File: src/rtl/vm_change_sequencer_pkg.sv
// Shared constants and state encoding for the vending-machine change sequencer.
package vm_change_sequencer_pkg;

    localparam int unsigned K_NUM_ITEMS  = 4;
    localparam int unsigned K_NUM_COINS  = 3;
    localparam int unsigned K_TOTAL_BITS = 31;
    localparam int unsigned K_VAL_BITS   = 16;
    localparam int unsigned K_STOCK_BITS = 8;
    localparam int unsigned K_INIT_STOCK = 4;

    // Slice k holds the value of coin k; index 0 is the smallest denomination.
    localparam logic [K_NUM_COINS*K_VAL_BITS-1:0] K_COIN_VALUES = {16'd1000, 16'd500, 16'd100};

    typedef enum logic [1:0] {
        ST_IDLE     = 2'd0,
        ST_SELECT   = 2'd1,
        ST_DISPENSE = 2'd2,
        ST_DONE     = 2'd3
    } state_e;

endpackage

File: src/rtl/vm_coin_selector.sv
// Combinational picker: highest-value coin that fits the remaining amount and is in stock.
module vm_coin_selector
    import vm_change_sequencer_pkg::*;
#(
    parameter int unsigned NUM_COINS  = K_NUM_COINS,
    parameter int unsigned TOTAL_BITS = K_TOTAL_BITS,
    parameter int unsigned VAL_BITS   = K_VAL_BITS,
    parameter int unsigned STOCK_BITS = K_STOCK_BITS,
    parameter logic [NUM_COINS*VAL_BITS-1:0] COIN_VALUES = K_COIN_VALUES
) (
    input  logic [TOTAL_BITS-1:0]           remaining_i,
    input  logic [NUM_COINS*STOCK_BITS-1:0] stock_i,
    output logic                            found_c,
    output logic [NUM_COINS-1:0]            onehot_c
);

    // Ascending scan so the last (largest) eligible coin wins.
    always_comb begin
        found_c  = 1'b0;
        onehot_c = '0;
        for (int unsigned k = 0; k < NUM_COINS; k++) begin
            if ((TOTAL_BITS'(COIN_VALUES[k*VAL_BITS +: VAL_BITS]) <= remaining_i) &&
                (stock_i[k*STOCK_BITS +: STOCK_BITS] != '0)) begin
                found_c     = 1'b1;
                onehot_c    = '0;
                onehot_c[k] = 1'b1;
            end
        end
    end

endmodule

File: src/rtl/vm_change_sequencer.sv
// Vending-machine output stage: registers item/total outputs and pays out change
// one coin per hopper handshake, largest denomination first, from stock counters.
module vm_change_sequencer
    import vm_change_sequencer_pkg::*;
#(
    parameter int unsigned NUM_ITEMS  = K_NUM_ITEMS,
    parameter int unsigned NUM_COINS  = K_NUM_COINS,
    parameter int unsigned TOTAL_BITS = K_TOTAL_BITS,
    parameter int unsigned VAL_BITS   = K_VAL_BITS,
    parameter logic [NUM_COINS*VAL_BITS-1:0] COIN_VALUES = K_COIN_VALUES,
    parameter int unsigned STOCK_BITS = K_STOCK_BITS,
    parameter int unsigned INIT_STOCK = K_INIT_STOCK
) (
    input  logic                  clk,
    input  logic                  reset_n,
    input  logic [NUM_ITEMS-1:0]  available_item_i,
    input  logic [NUM_ITEMS-1:0]  output_item_nxt_i,
    input  logic [TOTAL_BITS-1:0] current_total_nxt_i,
    input  logic                  return_req_i,
    input  logic [NUM_COINS-1:0]  coin_in_i,
    input  logic                  coin_ready_i,
    output logic [NUM_ITEMS-1:0]  o_available_item,
    output logic [NUM_ITEMS-1:0]  o_output_item,
    output logic [NUM_COINS-1:0]  o_return_coin,
    output logic [TOTAL_BITS-1:0] o_current_total,
    output logic                  o_busy,
    output logic                  o_done,
    output logic [TOTAL_BITS-1:0] o_shortfall
);

    localparam logic [STOCK_BITS-1:0] STOCK_MAX  = '1;
    localparam logic [STOCK_BITS-1:0] STOCK_INIT = STOCK_BITS'(INIT_STOCK);

    state_e                  state_q, state_d;
    logic [TOTAL_BITS-1:0]   remaining_q, remaining_d;
    logic [TOTAL_BITS-1:0]   current_total_q, current_total_d;
    logic [TOTAL_BITS-1:0]   shortfall_q, shortfall_d;
    logic [NUM_ITEMS-1:0]    output_item_q, output_item_d;
    logic [NUM_COINS-1:0]    return_coin_q, return_coin_d;
    logic [STOCK_BITS-1:0]   stock_q [NUM_COINS];
    logic [STOCK_BITS-1:0]   stock_d [NUM_COINS];

    logic [NUM_COINS*STOCK_BITS-1:0] stock_flat_c;
    logic [TOTAL_BITS-1:0]           coin_value_c;
    logic                            handshake_c;
    logic                            found_c;
    logic [NUM_COINS-1:0]            onehot_c;

    vm_coin_selector #(
        .NUM_COINS  (NUM_COINS),
        .TOTAL_BITS (TOTAL_BITS),
        .VAL_BITS   (VAL_BITS),
        .STOCK_BITS (STOCK_BITS),
        .COIN_VALUES(COIN_VALUES)
    ) u_selector (
        .remaining_i(remaining_q),
        .stock_i    (stock_flat_c),
        .found_c    (found_c),
        .onehot_c   (onehot_c)
    );

    // Flattened stock view and value of the coin currently being presented.
    always_comb begin
        stock_flat_c = '0;
        coin_value_c = '0;
        for (int unsigned k = 0; k < NUM_COINS; k++) begin
            stock_flat_c[k*STOCK_BITS +: STOCK_BITS] = stock_q[k];
            if (return_coin_q[k]) begin
                coin_value_c = TOTAL_BITS'(COIN_VALUES[k*VAL_BITS +: VAL_BITS]);
            end
        end
    end

    assign handshake_c = (state_q == ST_DISPENSE) && coin_ready_i;

    // Refill and payout on the same coin cancel; refills saturate.
    always_comb begin
        for (int unsigned k = 0; k < NUM_COINS; k++) begin
            stock_d[k] = stock_q[k];
            if (handshake_c && return_coin_q[k]) begin
                if (!coin_in_i[k]) begin
                    stock_d[k] = stock_q[k] - STOCK_BITS'(1);
                end
            end else if (coin_in_i[k] && (stock_q[k] != STOCK_MAX)) begin
                stock_d[k] = stock_q[k] + STOCK_BITS'(1);
            end
        end
    end

    always_comb begin
        state_d         = state_q;
        remaining_d     = remaining_q;
        current_total_d = current_total_q;
        shortfall_d     = shortfall_q;
        output_item_d   = '0;
        return_coin_d   = return_coin_q;
        case (state_q)
            ST_IDLE: begin
                current_total_d = current_total_nxt_i;
                output_item_d   = output_item_nxt_i;
                if (return_req_i) begin
                    remaining_d   = current_total_q;
                    output_item_d = '0;
                    state_d       = ST_SELECT;
                end
            end
            ST_SELECT: begin
                if (found_c) begin
                    return_coin_d = onehot_c;
                    state_d       = ST_DISPENSE;
                end else begin
                    state_d = ST_DONE;
                end
            end
            ST_DISPENSE: begin
                if (coin_ready_i) begin
                    remaining_d   = remaining_q - coin_value_c;
                    return_coin_d = '0;
                    state_d       = ST_SELECT;
                end
            end
            ST_DONE: begin
                shortfall_d     = remaining_q;
                current_total_d = '0;
                remaining_d     = '0;
                state_d         = ST_IDLE;
            end
            default: state_d = ST_IDLE;
        endcase
    end

    always_ff @(posedge clk) begin
        if (!reset_n) begin
            state_q         <= ST_IDLE;
            remaining_q     <= '0;
            current_total_q <= '0;
            shortfall_q     <= '0;
            output_item_q   <= '0;
            return_coin_q   <= '0;
            for (int unsigned k = 0; k < NUM_COINS; k++) begin
                stock_q[k] <= STOCK_INIT;
            end
        end else begin
            state_q         <= state_d;
            remaining_q     <= remaining_d;
            current_total_q <= current_total_d;
            shortfall_q     <= shortfall_d;
            output_item_q   <= output_item_d;
            return_coin_q   <= return_coin_d;
            stock_q         <= stock_d;
        end
    end

    assign o_available_item = (state_q == ST_IDLE) ? available_item_i : '0;
    assign o_output_item    = output_item_q;
    assign o_return_coin    = return_coin_q;
    assign o_current_total  = current_total_q;
    assign o_busy           = (state_q != ST_IDLE);
    assign o_done           = (state_q == ST_DONE);
    assign o_shortfall      = shortfall_q;

endmodule

File: config.mk
export PLATFORM = sky130hd
export DESIGN_NAME = vm_change_sequencer
export DESIGN_NICKNAME = d
export VERILOG_FILES = /design/src/rtl/vm_change_sequencer_pkg.sv /design/src/rtl/vm_coin_selector.sv /design/src/rtl/vm_change_sequencer.sv
export SDC_FILE = /design/constraint.sdc
export NUM_CORES = 1
export LEC_CHECK = 0
export BUFFER_PORTS_ARGS = -buffer_cell sky130_fd_sc_hd__clkbuf_2
export CAP_MARGIN = 20
export CELL_PAD_IN_SITES_DETAIL_PLACEMENT = 0
export CELL_PAD_IN_SITES_GLOBAL_PLACEMENT = 1
export CORE_ASPECT_RATIO = 0.7
export CORE_MARGIN = 4
export CORE_UTILIZATION = 45
export DETAILED_ROUTE_END_ITERATION = 10
export PLACE_DENSITY_LB_ADDON = 0.1
export RECOVER_POWER = 50
export SYNTH_ARGS = -nofsm -noshare
export SYNTH_HDL_FRONTEND = slang
export SYNTH_SLANG_ARGS = --single-unit
File: constraint.sdc
create_clock -name clk -period 6.7 [get_ports clk]
set_input_delay 1.34 -clock clk [delete_from_list [all_inputs] [get_ports clk]]
set_output_delay 1.34 -clock clk [all_outputs]
set_load 0.01 [all_outputs]
==> out/summary.txt <==
Setup Fix Bufs, Post-CTS - 0
max incr delay on CP - 1.08 ns
slowest stage cell, crit path - inv_1
Avg Inst Size Synth - 8.345 um^2
# port buffers - 120
fmax - 270.9 MHz
status - complete, no violations
unrepaired setup endpoints after global routing - false
clk_lat worst skew - 0.42 ns
Post-synth ARST share - 0
initial antenna violation count - 0
critical path class - input port to flip-flop
Cell Chain, Critical Path - clkbuf_2 > buf_4 > inv_1 > buf_4 > a21oi_1 > nand2_1 > a31oi_1 > a221o_1
predominant post-synthesis flop cell - dfxtp_1
number of DRC markers in iteration 0 - 479
pin count of the biggest net entering global routing - 43
cell mode on critical path - buf_4
skew final - 0.008951 ns
Worst slew margin - 0.05255
CTS resizes - 0
static leakage - 0.003246 uW
number of library cell types mapped by synthesis - 73
CTS Buffer Depth - 2
GRT Util Overall - 0.2331
Syn-to-layout area delta - 19.32%
Post-Place Setup Slack - 2.971 ns
die width - 154.8 um
Core ar. - 0.01472 mm^2
Final Slew Violations - 0
Cell Pwr Density - 369.1 mW/mm^2
PnR worst setup slack - 3.008 ns
Worst-path clk slew - 0.05 ns
final WL - 20.07 mm
DR vias/cell - 5.832
post-route ant nets - 0
Crit Path Max Fanout - 42
setup TNS - 0 ns
first-pass GRT wire length - 32.63 mm
Tcrit/Tclk final - 0.5510
DRC viols - 0
vias in the first global route - 6,195
Max Cap Viol - 0
Synth Register Bits - 126
Arr. time, crit path - 4.00 ns
Max VDD drop - 0.0001780 V
cell row count - 37
Ys Warns - 0
Congestion Overflow GR - 0
TritonRoute pass-1 iters - 6
CTS Sinks - 126
Antenna Cells - 0
Root Buffer - clkbuf_16
Initial Util - 0.4614
min cycle time layout - 3.692 ns
share of cells above drive strength 1 - 0.1262
routed via count - 6,544
die area - 0.01716 mm^2
DIE HEIGHT - 110.8 um
worst slew pin tran - 1.420 ns
post-synth top area share - 0.3713
Fillers - 1,417
TritonCTS Buffers - 17
synth top area cells - dfxtp_1 (37%), nor2_1 (6.4%), mux2i_1 (5.6%)
CP Launch Type - input port
WL per Instance - 17.89 um
dominant cell type by area after synthesis - dfxtp_1
CP Data Required Time - 7.00 ns
DPL Wire Length - 14.32 mm
sequential-to-total area share from yosys stat - 0.3713
final hold violations - 0
hold_buf cts - 0
CTS tree - built
final setup fails - 0
EDFF count, synth - 0
crit end category - flip-flop
gpl congestion - 0.8578
min-delay worst type - flip-flop to flip-flop
Cells after Synth - 814
# nets final - 990
synthesized net count - 890
I/O pins - 121
H-tree depth - 4
Mapped Area - 0.006793 mm^2
==> per-layer routing <==
metal  vias up  wire (um)  track usage
met5         -          0            0
met4         0        235      0.06824
met3        17       1317      0.04916
met2       217       8602       0.3384
met1      3113       9910       0.3458
li1       3197          -            -
==> cell usage after synthesis, types with 12 or more instances <==
library cell  instances
a211oi_1             12
a21oi_1              38
a22oi_1              34
clkbuf_1             36
dfxtp_1             126
ha_1                 26
inv_1                34
mux2i_1              38
nand2_1              60
nand3_1              28
nand4_1              13
nor2_1              115
nor3_1               17
nor4_1               15
o21ai_0              28
==> placed cells by master (no fill, tap or decap), drive strengths merged, types with 4 or more instances in the layout <==
cell type and n:
xor2 4, inv 34, nor3 18, a21o 8, or2 7, a2111oi 4
nor2 115, dfxtp 126, o211ai 6, a32oi 4, bufinv 5, nand4 13
a211o 5, fa 4, buf 12, nor3b 4, or3 8, and2 5
nand2 61, a31oi 11, a22oi 34, o21ai 35, nand3 28, nor4 17
ha 26, clkbuf 142, o22ai 10, nor4bb 4, o32ai 4, o211a 5
mux2i 38, xnor2 10, a21oi 38, a211oi 12, nor2b 11, and3 11
==> final cells by class <==
cell class | count | area, um^2 | share of cell area
clock inverters | 10 | 183.9 | 0.02269
repair buffers | 132 | 603.1 | 0.07441
multi-input cells | 603 | 3950 | 0.4873
flip-flops and latches | 126 | 2522 | 0.3112
clock buffers | 22 | 474.2 | 0.05851
inverters | 34 | 127.6 | 0.01575
well taps | 195 | 244.0 | 0.03010
==> cells by family (layout without fill, tap and decap cells) <==
| group | after synthesis | after routing | synth area share |
|---|---|---|---|
| AO/OA/AOI/OAI | 209 | 209 | 0.2164 |
| XOR/XNOR | 14 | 14 | 0.01805 |
| adder cells (fa/ha/maj) | 30 | 30 | 0.05968 |
| buffers and inverters | 85 | 198 | 0.04900 |
| flip-flops | 126 | 126 | 0.3713 |
| multiplexers | 38 | 38 | 0.05599 |
| AND/OR/NAND/NOR | 312 | 312 | 0.2295 |
==> final timing paths <==
| check | startpoint | end | slack (ns) | cells past startpoint |
|---|---|---|---|---|
| worst max-delay path | reset_n | remaining_q[11] | 3.01 | 8 |
| worst min-delay path | o_shortfall[29] | o_shortfall[29] | 0.49 | 2 |
| worst max register to register | o_return_coin[0] | remaining_q[18] | 3.21 | 11 |
| worst min register to register | o_shortfall[29] | o_shortfall[29] | 0.49 | 2 |
==> sequential cells by signal (all words and copies together), names as in the netlist <==
name	cells
remaining_q	31
o_current_total	31
stock_flat_c	24
o_shortfall	31
state_q	2
o_return_coin	3
o_output_item	4
==> worst max-delay path, delay by kind of cell <==
kind	cells	cell delay, ns
buffers and inverters	4	1.94
and+or+nand+nor	1	0.14
AOI/OAI and AO/OA	3	0.54
==> per-stage QoR <==
stage / util / cell area, um^2 / hold slack (ns) / power, uW / instances
2_1_floorplan: - / 6793 / 0.4558 / 1676 / 814
3_3_place_gp: 0.5118 / 7535 / 0.4765 / 1970 / 1090
3_5_place_dp: 0.5118 / 7535 / 0.4855 / 1981 / 1090
4_1_cts: 0.5565 / 8193 / 0.5007 / 3010 / 1122
5_1_grt: 0.5506 / 8105 / 0.5235 / 3160 / 1122
6_report: 0.5506 / 8105 / 0.4915 / 2992 / 1122
==> power by group <==
part / switching [uW] / internal, uW / total, uW
Combinational: 658 / 357 / 1020
Sequential: 125 / 833 / 958
Clock: 330 / 689 / 1020
Power figures use the tool's default switching activity.
